$ cat config.mk
export PLATFORM = sky130hd
export DESIGN_NAME = bin2bcd_seq
export DESIGN_NICKNAME = d
export VERILOG_FILES = /design/src/rtl/bin2bcd_pkg.sv /design/src/rtl/bcd_add3.sv /design/src/rtl/bin2bcd_seq.sv
export SDC_FILE = /design/constraint.sdc
export NUM_CORES = 1
export LEC_CHECK = 0
export ABC_AREA = 1
export CORE_MARGIN = 1
export CORE_UTILIZATION = 57
export CTS_BUF_LIST = sky130_fd_sc_hd__clkbuf_4
export CTS_CLUSTER_SIZE = 10
export DETAILED_ROUTE_END_ITERATION = 12
export PLACE_DENSITY_LB_ADDON = 0.25
export SYNTH_ARGS = -nofsm -noshare
export SYNTH_HDL_FRONTEND = slang
export SYNTH_SLANG_ARGS = --single-unit
$ cat constraint.sdc
create_clock -name Clk -period 1.6 [get_ports Clk]
set_input_delay 0.16 -clock Clk [delete_from_list [all_inputs] [get_ports Clk]]
set_output_delay 0.16 -clock Clk [all_outputs]
set_load 0.02 [all_outputs]
$ cat src/rtl/bin2bcd_pkg.sv
// Shared types and constants for the sequential binary-to-BCD converter.
package bin2bcd_pkg;

    typedef enum logic [1:0] {IDLE, SHIFT, DONE} state_t;

    typedef logic [3:0] bcd_t;

    localparam bcd_t BLANK_DIGIT = 4'hF;
    localparam bcd_t ADD3_THRESH = 4'd5;

endpackage

$ cat src/rtl/bcd_add3.sv
// Combinational double-dabble nibble correction: add 3 to any digit of 5 or more.
module bcd_add3
    import bin2bcd_pkg::*;
(
    input  bcd_t nib_i,
    output bcd_t nib_o
);

    assign nib_o = (nib_i >= ADD3_THRESH) ? nib_i + 4'd3 : nib_i;

endmodule

$ cat src/rtl/bin2bcd_seq.sv
// Iterative shift-and-add-3 binary-to-BCD converter with start/busy/done handshake.
// Define BIN2BCD_LZB_EN to replace leading zero digits with the blank code.
module bin2bcd_seq
    import bin2bcd_pkg::*;
#(
    parameter int unsigned IN_W   = 16,
    parameter int unsigned DIGITS = 5
) (
    input  logic                  Clk,
    input  logic                  Reset_n,
    input  logic                  start,
    input  logic [IN_W-1:0]       bin,
    output logic                  busy,
    output logic                  done,
    output logic [4*DIGITS-1:0]   digits,
    output logic                  ovf
);

    localparam int unsigned CntW = $clog2(IN_W + 1);
    localparam int unsigned BcdW = 4 * DIGITS;
    localparam logic [CntW-1:0] CntInit = CntW'(IN_W);
    localparam logic [CntW-1:0] CntOne  = CntW'(1);

    state_t              state_q, state_d;
    logic [CntW-1:0]     cnt_q, cnt_d;
    logic [IN_W-1:0]     bin_sr_q, bin_sr_d;
    logic [BcdW-1:0]     scratch_q, scratch_d;
    logic                ovf_acc_q, ovf_acc_d;
    logic [BcdW-1:0]     digits_q, digits_d;
    logic                ovf_q, ovf_d;

    logic [BcdW-1:0]     corrected;
    logic [BcdW+IN_W:0]  shift_vec;
    logic                shift_out;
    logic [BcdW-1:0]     scratch_sh;
    logic [IN_W-1:0]     bin_sh;
    logic                ovf_final;
    logic                last_shift;
    logic [BcdW-1:0]     result_disp;

    for (genvar g = 0; g < DIGITS; g++) begin : g_add3
        bcd_add3 u_add3 (
            .nib_i (scratch_q[4*g +: 4]),
            .nib_o (corrected[4*g +: 4])
        );
    end

    // Top bit of the corrected scratch is the bit lost off the MSB nibble.
    assign shift_vec  = {corrected, bin_sr_q, 1'b0};
    assign shift_out  = shift_vec[BcdW+IN_W];
    assign scratch_sh = shift_vec[BcdW+IN_W-1:IN_W];
    assign bin_sh     = shift_vec[IN_W-1:0];
    assign ovf_final  = ovf_acc_q | shift_out;
    assign last_shift = (state_q == SHIFT) && (cnt_q == CntOne);

`ifdef BIN2BCD_LZB_EN
    logic seen_nz;

    always_comb begin
        result_disp = scratch_sh;
        seen_nz     = ovf_final;
        for (int i = int'(DIGITS) - 1; i >= 1; i--) begin
            if (!seen_nz && (scratch_sh[4*i +: 4] == 4'd0)) begin
                result_disp[4*i +: 4] = BLANK_DIGIT;
            end else begin
                seen_nz = 1'b1;
            end
        end
    end
`else
    always_comb begin
        result_disp = scratch_sh;
    end
`endif

    // State register.
    always_ff @(posedge Clk) begin
        if (!Reset_n) begin
            state_q <= IDLE;
        end else begin
            state_q <= state_d;
        end
    end

    // Next-state logic.
    always_comb begin
        state_d = state_q;
        unique case (state_q)
            IDLE:    if (start) state_d = SHIFT;
            SHIFT:   if (cnt_q == CntOne) state_d = DONE;
            DONE:    state_d = IDLE;
            default: state_d = IDLE;
        endcase
    end

    // Output logic.
    always_comb begin
        busy = (state_q != IDLE);
        done = (state_q == DONE);
    end

    always_comb begin
        cnt_d     = cnt_q;
        bin_sr_d  = bin_sr_q;
        scratch_d = scratch_q;
        ovf_acc_d = ovf_acc_q;
        digits_d  = digits_q;
        ovf_d     = ovf_q;
        if ((state_q == IDLE) && start) begin
            bin_sr_d  = bin;
            scratch_d = '0;
            ovf_acc_d = 1'b0;
            cnt_d     = CntInit;
        end else if (state_q == SHIFT) begin
            scratch_d = scratch_sh;
            bin_sr_d  = bin_sh;
            ovf_acc_d = ovf_final;
            cnt_d     = cnt_q - CntOne;
            if (last_shift) begin
                digits_d = result_disp;
                ovf_d    = ovf_final;
            end
        end
    end

    always_ff @(posedge Clk) begin
        if (!Reset_n) begin
            cnt_q     <= '0;
            bin_sr_q  <= '0;
            scratch_q <= '0;
            ovf_acc_q <= 1'b0;
            digits_q  <= '0;
            ovf_q     <= 1'b0;
        end else begin
            cnt_q     <= cnt_d;
            bin_sr_q  <= bin_sr_d;
            scratch_q <= scratch_d;
            ovf_acc_q <= ovf_acc_d;
            digits_q  <= digits_d;
            ovf_q     <= ovf_d;
        end
    end

    assign digits = digits_q;
    assign ovf    = ovf_q;

endmodule
==> reports/qor.yml <==
global_routing:
  grt_pass1_vias: 2715
  antenna_found_initial: 0
  grtUsageTotal: 0.248
  grt_max_degree: 30
  gr-total-overflow: 0
  grt_pass1_wl_um: 11800
yosys:
  synth_warnings: 0
  synth-simple-area-share: 0.278
  ys_seq_elements: 65
  netlist_area_um2: 3190
  synthMuxAreaShare: 0
  synth.distinct_cells: 22
  syn_avg_cell_area_um2: 6.90
  synth_top_family_by_area: "simple AND/OR/NAND/NOR gates"
  syn-num-nets: 493
  synth-xor-area-share: 0
  synth_compound_area_frac: 0.144
  synth_seq_area_share: 0.408
  synthAdderAreaFrac: 0.0471
  syn-instance-count: 462
timing:
  skew_ns: 0.0126
  fin_crit_sh: 0.971
  slew-limit-headroom: 0.767
  finalSetupTns_ns: 0
  slew_viol_final: 0
  hold_ws_ns: 0.303
  worst_pin_slew_ns: 0.345
  hold_viol: 0
  setup_viol: 0
  grt_setup_unrepaired: "yes"
  fmax_mhz: 644
  post-route-min-period_ns: 1.55
clock_tree:
  path_clk_slew_ns: 0.10
  clk-insertion-delay-late_ns: 0.40
  numCtsBuffers: 9
  clkSinkCount: 65
  cts_tree: "built"
  htreeDepth: 3
  cts_hold_buf: 0
  cts_resized: 2
  clockBufferDepth: 2
  root_buffer: "clkbuf_4"
  postCtsSetupRepairBufs: 0
drt:
  via_count: 3022
  via_per_inst: 5.18
  wl_um: 6920
  ant_nets: 0
  wire_per_inst_um: 11.9
  dr.pass1.iters: 4
  drcViolationCount: 0
  drt_iter0_markers: 223
worst_hold_path:
  min_path_type: "in -> reg"
  hold_path_depth: 3
die:
  rows: 26
  die_height_um: 76.8
  start_util: 0.608
  io_pins: 42
  design.die.area_um2: 5890
  coreArea_um2: 5240
  die_x_um: 76.8
place:
  numPortBuffers: 41
  dp_hpwl_um: 4770
  gp_congestion: 0.908
  post-place-cells: 567
worst_setup_path:
  worstSetupStartpointType: "register"
  crit_type: "reg -> out"
  crit_family: "buffers and inverters"
  cp.depth: 1
  r2r_end: "ovf$_SDFFE_PN0P_"
  path_cells: "clkdlybuf4s50_1"
  startpoint: "digits[1]$_SDFFE_PN0P_"
  crit_slowest_cell: "clkdlybuf4s50_1"
  crit_required_ns: 1.44
  regToRegSetupSlack_ns: 0.10
  cp_max_fo: 2
  cp.arrival_ns: 1.39
  cp-endpoint: "digits[1]"
  cp-end-kind: "output port"
  reg2reg_depth: 9
  reg2reg_from: "cnt_q[1]$_SDFFE_PP0P_"
  path_buf_inv: 1
  cpPeakStageDelay_ns: 0.62
finish:
  fill_cells: 443
  layout-drive-gt1-share: 0.0838
  insertedDiodeCount: 0
  area_growth_pct: 19.8
  multi_input_area_um2: 1490
  register_area_um2: 1300
  final_cells: 583
  finalNetCount: 539
pwr:
  cellPowerDensity_nw_per_um2: 900
  ir_drop_mv: 0.524
  power.leakage_nw: 1.77
flow_run:
  max-cap-violations: 0
outcome:
  status: "finished, final reports clean"
layer usage:
layer,GRT usage,part of all wire,vias to the layer above
li1,-,-,1563
met1,0.317,0.46,1357
met2,0.412,0.47,91
met3,0.0440,0.052,11
met4,0.104,0.016,0
met5,0,0,-
worst min-delay path by stage:
stage,start,endpoint
after floorplan,bin[0],bin_sr_q[0]$_SDFFE_PN0P_
after global placement,bin_sr_q[0]$_SDFFE_PN0P_,bin_sr_q[0]$_SDFFE_PN0P_
after detailed placement,digits[18]$_SDFFE_PN0P_,digits[18]$_SDFFE_PN0P_
after CTS,bin[0],bin_sr_q[0]$_SDFFE_PN0P_
after global routing,bin[0],bin_sr_q[0]$_SDFFE_PN0P_
final,bin[0],bin_sr_q[0]$_SDFFE_PN0P_
cells in the mapped netlist, drive strengths merged:
cell / instances / area (um2)
o21ai: 38 / 194
nand4: 1 / 6.26
nand2: 132 / 500
ha: 12 / 150
nor2: 31 / 124
a31oi: 15 / 93.8
a21oi: 28 / 170
clkbuf: 3 / 11.3
nand3: 50 / 255
dfxtp: 65 / 1300
inv: 74 / 280
buf: 13 / 98.8
state kept, by name, summed over array words and instances, names as in the netlist:
| register | cells |
|---|---|
| state_q | 2 |
| ovf_acc_q | 1 |
| scratch_q | 20 |
| digits | 20 |
| cnt_q | 5 |
| bin_sr_q | 16 |
| ovf | 1 |
metrics by stage:
| step | cell area, um2 | util | power, mW | worst slack, ns |
|---|---|---|---|---|
| 5_1_grt | 3820 | 0.729 | 3.61 | -0.0740 |
| 3_3_place_gp | 3690 | 0.704 | 2.36 | 0.172 |
| 3_5_place_dp | 3690 | 0.704 | 2.38 | 0.106 |
| 2_1_floorplan | 3190 | - | 2.19 | 0.308 |
| 6_report | 3820 | 0.729 | 3.43 | 0.0460 |
| 4_1_cts | 3820 | 0.729 | 3.45 | 0.0305 |
final cells by class:
cell class	count	share of cell area
Timing Repair Buffer	51	0.135
Multi-Input combinational cell	307	0.391
Clock inverter	4	0.0115
Clock buffer	12	0.0236
Inverter	74	0.0741
Tap cell	70	0.0230
Sequential cell	65	0.341
worst register-to-register path: cells and delay by family, from the launching register on:
| family | cells | cell delay, ns |
|---|---|---|
| buffers and inverters | 4 | 0.46 |
| AO/OA/AOI/OAI | 1 | 0.11 |
| adder cells (fa/ha/maj) | 1 | 0.17 |
| AND/OR/NAND/NOR | 3 | 0.28 |
| flip-flops | 1 | 0.38 |
cell usage in the layout, fill, tap and decap left out, types with 7 or more instances in the layout:
cell             instances
a21oi_1                 20
a21oi_2                  8
a31oi_1                 15
buf_4                    7
clkbuf_4                12
clkdlybuf4s50_1         39
dfxtp_1                 65
ha_1                    12
inv_1                   70
nand2_1                130
nand3_1                 49
nor2_1                  30
o21ai_0                 36
cell families (layout without fill, tap and decap cells):
kind of cell	Yosys count	after routing
buffers and inverters	90	141
AO/OA/AOI/OAI	81	81
AND/OR/NAND/NOR	214	214
adder cells (fa/ha/maj)	12	12
flip-flops	65	65
power breakdown:
part           switching [mW]  total (mW)  internal [mW]
clock network           0.565        1.09          0.521
registers              0.0630        1.76           1.70
logic                   0.349       0.585          0.237
total                   0.976        3.43           2.46
Power figures use the tool's default switching activity.
